==> src/rtl/io_uart_bridge.sv <==
// Off-core end of the CPU 16-bit I/O ports: OUT words are queued and sent as two 8N1 frames
// (low byte first); pairs of received 8N1 frames are assembled into the word the CPU reads with IN.
//
//  state    | meaning
//  ---------+----------------------------------------------------------
//  TX_IDLE  | line high; pops the next word when the FIFO is non-empty
//  TX_START | start bit of the current byte
//  TX_DATA  | 8 data bits, LSB first
//  TX_STOP  | stop bit; continues with high byte or returns to idle
//  RX_IDLE  | waiting for rx_s to fall
//  RX_START | half-bit wait, then confirm start bit (glitch reject)
//  RX_DATA  | sample 8 data bits at bit centres, LSB first
//  RX_STOP  | sample stop bit; commit byte / word or flag framing error
module io_uart_bridge #(
  parameter int CLKS_PER_BIT = 16,
  parameter int FIFO_DEPTH   = 4
) (
  input  logic        clk,
  input  logic        rst,
  input  logic [15:0] out_data,
  input  logic        out_load,
  output logic [15:0] in_data,
  output logic        in_valid,
  output logic        tx,
  input  logic        rx,
  output logic        tx_busy,
  output logic        tx_ovf,
  output logic        rx_ferr
);

  localparam int CW = $clog2(CLKS_PER_BIT);
  localparam int AW = $clog2(FIFO_DEPTH);
  localparam int NW = $clog2(FIFO_DEPTH + 1);
  localparam logic [CW-1:0] BIT_LAST  = CW'(CLKS_PER_BIT - 1);
  localparam logic [CW-1:0] HALF_LAST = CW'(CLKS_PER_BIT / 2 - 1);

  typedef enum logic [1:0] {TX_IDLE, TX_START, TX_DATA, TX_STOP} tx_state_t;
  typedef enum logic [1:0] {RX_IDLE, RX_START, RX_DATA, RX_STOP} rx_state_t;

  logic [15:0]   fifo_mem [FIFO_DEPTH];
  logic [AW-1:0] wr_ptr, rd_ptr;
  logic [NW-1:0] fifo_cnt;
  logic          fifo_full, push, pop;

  assign fifo_full = (fifo_cnt == NW'(FIFO_DEPTH));
  assign push      = out_load && !fifo_full;

  always_ff @(posedge clk) begin
    if (push) fifo_mem[wr_ptr] <= out_data;
  end

  always_ff @(posedge clk) begin
    if (rst) begin
      wr_ptr   <= '0;
      rd_ptr   <= '0;
      fifo_cnt <= '0;
      tx_ovf   <= 1'b0;
    end else begin
      if (push) wr_ptr <= wr_ptr + AW'(1);
      if (pop)  rd_ptr <= rd_ptr + AW'(1);
      fifo_cnt <= fifo_cnt + NW'(push) - NW'(pop);
      if (out_load && fifo_full) tx_ovf <= 1'b1;
    end
  end

  tx_state_t     tx_state, tx_state_n;
  logic [CW-1:0] tx_cnt, tx_cnt_n;
  logic [2:0]    tx_bit, tx_bit_n;
  logic          tx_hi, tx_hi_n, tx_n;
  logic [15:0]   tx_word, tx_word_n;
  logic [7:0]    tx_byte;

  assign tx_byte = tx_hi ? tx_word[15:8] : tx_word[7:0];
  assign tx_busy = (fifo_cnt != '0) || (tx_state != TX_IDLE);

  always_ff @(posedge clk) begin
    if (rst) begin
      tx_state <= TX_IDLE;
      tx_cnt   <= '0;
      tx_bit   <= '0;
      tx_hi    <= 1'b0;
      tx_word  <= '0;
      tx       <= 1'b1;
    end else begin
      tx_state <= tx_state_n;
      tx_cnt   <= tx_cnt_n;
      tx_bit   <= tx_bit_n;
      tx_hi    <= tx_hi_n;
      tx_word  <= tx_word_n;
      tx       <= tx_n;
    end
  end

  // tx is computed from the next state so the line and state register change on the same edge
  always_comb begin
    tx_state_n = tx_state;
    tx_cnt_n   = tx_cnt;
    tx_bit_n   = tx_bit;
    tx_hi_n    = tx_hi;
    tx_word_n  = tx_word;
    tx_n       = tx;
    pop        = 1'b0;
    case (tx_state)
      TX_IDLE: if (fifo_cnt != '0) begin
        pop        = 1'b1;
        tx_word_n  = fifo_mem[rd_ptr];
        tx_hi_n    = 1'b0;
        tx_cnt_n   = BIT_LAST;
        tx_n       = 1'b0;
        tx_state_n = TX_START;
      end
      TX_START: if (tx_cnt == '0) begin
        tx_cnt_n   = BIT_LAST;
        tx_bit_n   = '0;
        tx_n       = tx_byte[0];
        tx_state_n = TX_DATA;
      end else tx_cnt_n = tx_cnt - CW'(1);
      TX_DATA: if (tx_cnt == '0) begin
        tx_cnt_n = BIT_LAST;
        if (tx_bit == 3'd7) begin
          tx_n       = 1'b1;
          tx_state_n = TX_STOP;
        end else begin
          tx_bit_n = tx_bit + 3'd1;
          tx_n     = tx_byte[tx_bit + 3'd1];
        end
      end else tx_cnt_n = tx_cnt - CW'(1);
      TX_STOP: if (tx_cnt == '0) begin
        if (!tx_hi) begin
          tx_hi_n    = 1'b1;
          tx_cnt_n   = BIT_LAST;
          tx_n       = 1'b0;
          tx_state_n = TX_START;
        end else tx_state_n = TX_IDLE;
      end else tx_cnt_n = tx_cnt - CW'(1);
      default: tx_state_n = TX_IDLE;
    endcase
  end

  logic          rx_meta, rx_s;
  rx_state_t     rx_state, rx_state_n;
  logic [CW-1:0] rx_cnt, rx_cnt_n;
  logic [2:0]    rx_bit, rx_bit_n;
  logic [7:0]    rx_sh, rx_sh_n, rx_lo, rx_lo_n;
  logic          rx_hi, rx_hi_n;
  logic [15:0]   in_data_n;
  logic          in_valid_n, rx_ferr_n;

  always_ff @(posedge clk) begin
    if (rst) begin
      rx_meta  <= 1'b1;
      rx_s     <= 1'b1;
      rx_state <= RX_IDLE;
      rx_cnt   <= '0;
      rx_bit   <= '0;
      rx_sh    <= '0;
      rx_lo    <= '0;
      rx_hi    <= 1'b0;
      in_data  <= '0;
      in_valid <= 1'b0;
      rx_ferr  <= 1'b0;
    end else begin
      rx_meta  <= rx;
      rx_s     <= rx_meta;
      rx_state <= rx_state_n;
      rx_cnt   <= rx_cnt_n;
      rx_bit   <= rx_bit_n;
      rx_sh    <= rx_sh_n;
      rx_lo    <= rx_lo_n;
      rx_hi    <= rx_hi_n;
      in_data  <= in_data_n;
      in_valid <= in_valid_n;
      rx_ferr  <= rx_ferr_n;
    end
  end

  always_comb begin
    rx_state_n = rx_state;
    rx_cnt_n   = rx_cnt;
    rx_bit_n   = rx_bit;
    rx_sh_n    = rx_sh;
    rx_lo_n    = rx_lo;
    rx_hi_n    = rx_hi;
    in_data_n  = in_data;
    in_valid_n = 1'b0;
    rx_ferr_n  = 1'b0;
    case (rx_state)
      RX_IDLE: if (!rx_s) begin
        rx_cnt_n   = HALF_LAST;
        rx_state_n = RX_START;
      end
      RX_START: if (rx_cnt == '0) begin
        rx_cnt_n   = BIT_LAST;
        rx_bit_n   = '0;
        rx_state_n = rx_s ? RX_IDLE : RX_DATA;
      end else rx_cnt_n = rx_cnt - CW'(1);
      RX_DATA: if (rx_cnt == '0) begin
        rx_sh_n  = {rx_s, rx_sh[7:1]};
        rx_cnt_n = BIT_LAST;
        if (rx_bit == 3'd7) rx_state_n = RX_STOP;
        else rx_bit_n = rx_bit + 3'd1;
      end else rx_cnt_n = rx_cnt - CW'(1);
      RX_STOP: if (rx_cnt == '0) begin
        rx_state_n = RX_IDLE;
        rx_hi_n    = 1'b0;
        if (!rx_s) rx_ferr_n = 1'b1;
        else if (!rx_hi) begin
          rx_lo_n = rx_sh;
          rx_hi_n = 1'b1;
        end else begin
          in_data_n  = {rx_sh, rx_lo};
          in_valid_n = 1'b1;
        end
      end else rx_cnt_n = rx_cnt - CW'(1);
      default: rx_state_n = RX_IDLE;
    endcase
  end

endmodule
==> config.mk <==
export PLATFORM = sky130hd
export DESIGN_NAME = io_uart_bridge
export DESIGN_NICKNAME = d
export VERILOG_FILES = /design/src/rtl/io_uart_bridge.sv
export SDC_FILE = /design/constraint.sdc
export NUM_CORES = 1
export LEC_CHECK = 0
export CELL_PAD_IN_SITES_DETAIL_PLACEMENT = 0
export CELL_PAD_IN_SITES_GLOBAL_PLACEMENT = 1
export CORE_AREA = 2 2 112 114
export DETAILED_ROUTE_END_ITERATION = 16
export DIE_AREA = 0 0 114 116
export PLACE_DENSITY_LB_ADDON = 0.1
export SLEW_MARGIN = 20
export SYNTH_ARGS = -nofsm -noshare
export SYNTH_HDL_FRONTEND = slang
export SYNTH_SLANG_ARGS = --single-unit
==> constraint.sdc <==
create_clock -name clk -period 4.5 [get_ports clk]
set_input_delay 0.45 -clock clk [delete_from_list [all_inputs] [get_ports clk]]
set_output_delay 0.45 -clock clk [all_outputs]
set_load 0.05 [all_outputs]
==> results.sh, run 1 <==
export IMPL_status="finished, final reports clean"
export IMPL_seq_cells_post_synth=145
export IMPL_cts_tree="built"
export IMPL_relSlewSlack=0.441
export IMPL_tightestPinTransition_ps=839
export IMPL_number_of_global_route_vias_before_repair=3613
export IMPL_post_drt_wl_per_cell_um=15.1
export IMPL_grt_start_max_net_pins=78
export IMPL_fin_setup_tns_ps=0
export IMPL_antenna_found_initial=0
export IMPL_detailroute_via_count=3701
export IMPL_crit_top_cell="inv_1"
export IMPL_yosysWarningCount=0
export IMPL_synth_top_cells_by_area="edfxtp_1 32%, dfxtp_1 27%, mux4_2 7.1%, nand2_1 5.7%, ha_1 4.6%"
export IMPL_cp_slowest_cell="clkdlybuf4s50_1"
export IMPL_synth_most_common_cell="nand2_1"
export IMPL_timing_final_crit_share=0.636
export IMPL_portBuffers=40
export IMPL_yosys_area_share_adder=0.0490
export IMPL_synth_top_family_by_area="simple AND/OR/NAND/NOR gates"
export IMPL_area_delta_synth_final_pct=18.2
export IMPL_cts_hold_repair_buffers=0
export IMPL_globalRouteOverflowTotal=0
export IMPL_achievable_frequency_ghz=0.350
export IMPL_ys_async_sr_fraction=0
export IMPL_postRouteAntennaNets=0
export IMPL_worstPathCellList="inv_1 > ha_1 > nor4b_4 > inv_1 > clkdlybuf4s50_1"
export IMPL_report_final_slew_viol_count=0
export IMPL_cts_path_max_buffers=2
export IMPL_synth_common_cells="92 x nand2_1, 81 x dfxtp_1, 64 x edfxtp_1, 51 x a21oi_1, 33 x nor2_1"
export IMPL_final_layout_size_suffix_gt1_frac=0.115
export IMPL_setup_worst_path_end_class="primary output"
export IMPL_yosys_mux_area_fraction=0.0979
export IMPL_worst_skew_pair_late_latency_ps=420
export IMPL_grt_util_all_layers=0.172
export IMPL_count_of_h_tree_levels_built_during_cts=4
export IMPL_ys_types=61
export IMPL_detail_route_vias_per_cell=5.31
export IMPL_yosysTopAreaCellShare=0.319
export IMPL_synthesis_area_per_instance_um2=12.0
export IMPL_cts_repair_resize_count=0
export IMPL_cts_post_setup_buffers_inserted=0
export IMPL_final_setup_viol_count=0
export IMPL_power_ir_vdd_worst_mv=0.337
export IMPL_die_area_um2=13200
export IMPL_row_count=40
export IMPL_cap_violations=0
export IMPL_timing_critical_path_from_type="register"
export IMPL_detail_route_iter0_violations=184
export IMPL_synthesis_area_um2=6020
export IMPL_synth_compound_area_share=0.0991
export IMPL_routed_wirelength_um=10500
export IMPL_hold_ws_ps=408
export IMPL_timing_hold_violations_final=0
export IMPL_min_period_ps=2860
export IMPL_hold_class="reg2reg"
export IMPL_chipWidth_um=114
export IMPL_synth_xor_area_share=0.00727
export IMPL_leakage_power_uw=0.00255
export IMPL_clk_pin_slew_worst_paths_ps=60
export IMPL_nets=580
export IMPL_synth_largest_area_cell="edfxtp_1"
export IMPL_drtPass1Iterations=4
export IMPL_synth_top_flop_cell="dfxtp_1"
export IMPL_initial_util=0.505
export IMPL_worst_setup_path_type="reg2out"
export IMPL_seq_area_frac_synth=0.589
export IMPL_tritoncts_num_buffers=17
export IMPL_cts_sinks=145
export IMPL_io_pin_count=41
export IMPL_syn_inst=502
export IMPL_synth_edff_count=64
export IMPL_ctsRootBufferMaster="clkbuf_16"
export IMPL_fin_worst_skew_ps=9.68
export IMPL_n_fill_cell=973
export IMPL_antennaDiodeCount=0
export IMPL_design_core_area_um2=11900
export IMPL_remaining_drc_errors=0
export IMPL_synth_nets=545
export IMPL_cp_data_required_time_ps=4050
export IMPL_biggest_cell_delay_along_the_critical_path_ps=720
export IMPL_wire_length_of_the_first_global_routing_pass_um=17400
export IMPL_place_detailed_hpwl_um=6840
export IMPL_crit_path_max_fanout=6
export IMPL_gp_routability_congestion=0.787
export IMPL_powerDensity_nw_per_um2=584
export IMPL_arrival_ps=2410
export IMPL_grt_setup_unrepaired="no"
export IMPL_die_height_um=116
export IMPL_synth_simple_gate_area_share=0.124
-- cell type report --
cell class | count | area [µm²] | area share
multi-input combinational | 311 | 2270 | 0.320
clock buffer | 22 | 444 | 0.0624
tap | 147 | 184 | 0.0258
clock inverter | 10 | 185 | 0.0260
timing repair buffer | 42 | 410 | 0.0577
sequential | 145 | 3540 | 0.498
inverter | 20 | 75.1 | 0.0106
-- metrics by stage --
stage | setup slack, ps | utilization | std cells | area [µm²] | power [µW]
floorplan | 1990 | - | 502 | 6020 | 2470
global placement | 1660 | 0.545 | 665 | 6490 | 2670
detailed placement | 1580 | 0.545 | 665 | 6490 | 2690
CTS | 1600 | 0.597 | 697 | 7120 | 4210
global route | 1430 | 0.597 | 697 | 7120 | 4380
finish | 1640 | 0.597 | 697 | 7120 | 4160
-- kinds of logic after synthesis --
| group | after synthesis |
|---|---|
| simple gates | 159 |
| flops | 145 |
| compound gates | 89 |
| buf+inv | 46 |
| mux | 35 |
| fa+ha+maj | 23 |
| xor+xnor | 5 |
-- final timing paths --
kind	start	to	slack (ps)	cells past startpoint
setup / recovery	tx_state[0]	tx_busy	1640	5
hold / removal	rx_meta	rx_s	410	1
setup reg to reg	fifo_cnt[1]	fifo_cnt[2]	1690	10
hold reg to reg	rx_meta	rx_s	410	1
-- placed cells by master, fill, tap and decap left out, types with 3 or more instances in the layout --
cell	instances
o31ai_1	3
and2_1	6
a21oi_1	51
nor3_1	3
nor2b_1	3
o211ai_1	4
edfxtp_1	64
mux4_2	19
xnor2_1	3
nor2_1	33
inv_1	19
nand2_1	92
or2_2	3
bufinv_16	5
clkbuf_1	5
a22oi_1	4
ha_1	22
mux2i_1	15
dfxtp_1	81
a311oi_1	3
clkdlybuf4s50_1	39
clkbuf_16	17
-- layer usage --
metal / up-vias / global-route usage / wire length, µm
li1: 1878 / - / -
met5: - / 0 / 0
met3: 15 / 0.0570 / 381
met4: 0 / 0.0764 / 179
met2: 54 / 0.288 / 5090
met1: 1754 / 0.204 / 4870
-- state kept, by name, summed over array words and instances (netlist names), 2 cells and up, named ones only --
register and count:
fifo_mem 64, in_data 16, tx_word 16, rx_lo 8, rx_sh 8, rx_cnt 4
tx_cnt 4, fifo_cnt 3, rx_bit 3, tx_bit 3, rd_ptr 2, tx_state 2
wr_ptr 2
-- critical path: cells and delay by family, from the launching register on --
kind                       cells  cell delay, ps
buffers and inverters          3             980
adders and majority gates      1             240
and+or+nand+nor                1             440
DFF                            1             330
-- power by group --
group / internal (µW) / switching, µW / total (µW)
Combinational: 436 / 510 / 947
Sequential: 1570 / 133 / 1700
Clock: 984 / 527 / 1510
Total: 2990 / 1170 / 4160
Note: power is estimated with default switching activity, not from simulation.
==> inputs of run 2 (changes only) <==
--- a/config.mk
+++ b/config.mk
@@ -7,9 +7,9 @@
 export LEC_CHECK = 0
 export CELL_PAD_IN_SITES_DETAIL_PLACEMENT = 0
 export CELL_PAD_IN_SITES_GLOBAL_PLACEMENT = 1
-export CORE_AREA = 2 2 112 114
+export CORE_AREA = 2 2 115 117
 export DETAILED_ROUTE_END_ITERATION = 16
-export DIE_AREA = 0 0 114 116
+export DIE_AREA = 0 0 117 119
 export PLACE_DENSITY_LB_ADDON = 0.1
 export SLEW_MARGIN = 20
 export SYNTH_ARGS = -nofsm -noshare
==> constraint.sdc (replaced) <==
create_clock -name clk -period 2.9 [get_ports clk]
set_input_delay 0.29 -clock clk [delete_from_list [all_inputs] [get_ports clk]]
set_output_delay 0.29 -clock clk [all_outputs]
set_load 0.05 [all_outputs]
==> results.sh, run 2 (synthesis results as in run 1) <==
export IMPL_portBuffers=40
export IMPL_cts_post_setup_buffers_inserted=0
export IMPL_final_cell_count_no_fill=732
export IMPL_design_area_um2=7120
export IMPL_nets=586
export IMPL_timing_critical_path_buf_inv=3
export IMPL_area_delta_synth_final_pct=18.2
export IMPL_cts_tree="built"
export IMPL_status="finished, final reports clean"
export IMPL_final_setup_viol_count=0
export IMPL_place_detailed_hpwl_um=7110
export IMPL_remaining_drc_errors=0
export IMPL_wire_length_of_the_first_global_routing_pass_um=18100
export IMPL_worstPathCellList="inv_1 > ha_1 > nor4b_4 > inv_1 > clkdlybuf4s50_1"
export IMPL_timing_rr_start="fifo_cnt[1]"
export IMPL_worst_skew_pair_late_latency_ps=410
export IMPL_fin_setup_tns_ps=0
export IMPL_crit_path_max_fanout=6
export IMPL_relSlewSlack=0.446
export IMPL_post_dp_cell_area_um2=6570
export IMPL_arrival_ps=2450
export IMPL_antennaDiodeCount=0
export IMPL_power_share_sequential=0.429
export IMPL_post_drt_wl_per_cell_um=14.6
export IMPL_layout_commonest_cell="nand2_1"
export IMPL_final_layout_size_suffix_gt1_frac=0.129
export IMPL_cts_sinks=145
export IMPL_row_count=42
export IMPL_regToRegEndpoint="fifo_cnt[2]"
export IMPL_powerDensity_nw_per_um2=864
export IMPL_r2r_cell_count=10
export IMPL_registers_with_the_most_flip_flops="fifo_mem x64, in_data x16, tx_word x16"
export IMPL_die_area_um2=13900
export IMPL_grt_util_all_layers=0.168
export IMPL_antenna_found_initial=0
export IMPL_post_layout_total_power_uw=6150
export IMPL_clk_pin_slew_worst_paths_ps=60
export IMPL_most_frequent_cells_in_the_layout="92 x nand2_1, 81 x dfxtp_1, 64 x edfxtp_1, 51 x a21oi_1, 39 x clkdlybuf4s50_1"
export IMPL_report_final_slew_viol_count=0
export IMPL_fin_worst_skew_ps=5.72
export IMPL_die_height_um=119
export IMPL_min_period_ps=2740
export IMPL_hold_class="in2reg"
export IMPL_ctsRootBufferMaster="clkbuf_16"
export IMPL_p_int_uw=4310
export IMPL_combPwrFrac=0.245
export IMPL_initial_util=0.468
export IMPL_detail_route_vias_per_cell=5.15
export IMPL_power_switching_share=0.299
export IMPL_power_share_clock=0.326
export IMPL_critPathTopFamily="buffers and inverters"
export IMPL_drtPass1Iterations=6
export IMPL_number_of_global_route_vias_before_repair=3731
export IMPL_achievable_frequency_ghz=0.365
export IMPL_detail_route_iter0_violations=235
export IMPL_design_core_area_um2=12900
export IMPL_timing_final_crit_share=0.944
export IMPL_placed_cells=700
export IMPL_detailroute_via_count=3767
export IMPL_gp_routability_congestion=0.761
export IMPL_rrSetupSlack_ps=360
export IMPL_utilization=0.553
export IMPL_tightestPinTransition_ps=830
export IMPL_hold_path_end="fifo_cnt[1]"
export IMPL_worst_setup_path_type="reg2out"
export IMPL_setup_worst_path_end_class="primary output"
export IMPL_timing_hold_violations_final=0
export IMPL_hold_path_depth=2
export IMPL_cp_slowest_cell="clkdlybuf4s50_1"
export IMPL_registers_top_by_ff_count="fifo_mem"
export IMPL_power_switching_uw=1840
export IMPL_count_of_h_tree_levels_built_during_cts=4
export IMPL_cts_repair_resize_count=0
export IMPL_grt_start_max_net_pins=50
export IMPL_cts_path_max_buffers=2
export IMPL_timing_critical_path_from_type="register"
export IMPL_globalRouteOverflowTotal=0
export IMPL_hold_path_startpoint="rst"
export IMPL_grt_setup_unrepaired="no"
export IMPL_cts_hold_repair_buffers=0
export IMPL_io_pin_count=41
export IMPL_crit_top_cell="inv_1"
export IMPL_chipWidth_um=117
export IMPL_biggest_cell_delay_along_the_critical_path_ps=720
export IMPL_power_ir_vdd_worst_mv=0.456
export IMPL_largest_register_ffs=64
export IMPL_leakage_power_uw=0.00254
export IMPL_cap_violations=0
export IMPL_routed_wirelength_um=10700
export IMPL_cp_data_required_time_ps=2610
export IMPL_tritoncts_num_buffers=17
export IMPL_postRouteAntennaNets=0
-- run 2: area by class of cell --
cell class              count  area (µm²)
clock inverters            13         115
flip-flops and latches    145        3540
clock buffers              19         433
fillers                  1098        5760
repair buffers             48         455
inverters                  20        75.1
well taps                 176         220
multi-input cells         311        2270
-- run 2: power groups by stage --
| stage | Clock (µW) | Combinational, µW | Sequential [µW] |
|---|---|---|---|
| finish | 2000 | 1510 | 2640 |
| global route | 2140 | 1700 | 2680 |
| CTS | 2050 | 1530 | 2640 |
| detailed placement | 0 | 1520 | 2690 |
| global placement | 0 | 1500 | 2670 |
| floorplan | 0 | 1190 | 2640 |
-- run 2: worst max path at each step --
stage                     start          end  slack (ps)  depth (start not counted)
floorplan           tx_state[0]  fifo_cnt[2]         390                         13
global placement    fifo_cnt[1]  fifo_cnt[2]         380                         10
detailed placement  fifo_cnt[1]  fifo_cnt[2]         340                         10
CTS                 tx_state[0]      tx_busy         140                          5
global route        tx_state[0]      tx_busy          50                          5
finish              tx_state[0]      tx_busy         160                          5
-- run 2: per-layer routing --
layer	GRT usage	routed length [µm]
met3	0.0433	361
met2	0.280	5400
met5	0	0
met1	0.210	4770
met4	0.0618	161
-- run 2: metrics by stage --
step / setup slack, ps / hold WS [ps]
after detailed placement: 343 / 398
after global placement: 375 / 404
final: 163 / 370
after floorplan: 393 / 389
after CTS: 137 / 361
after global routing: 49.0 / 402
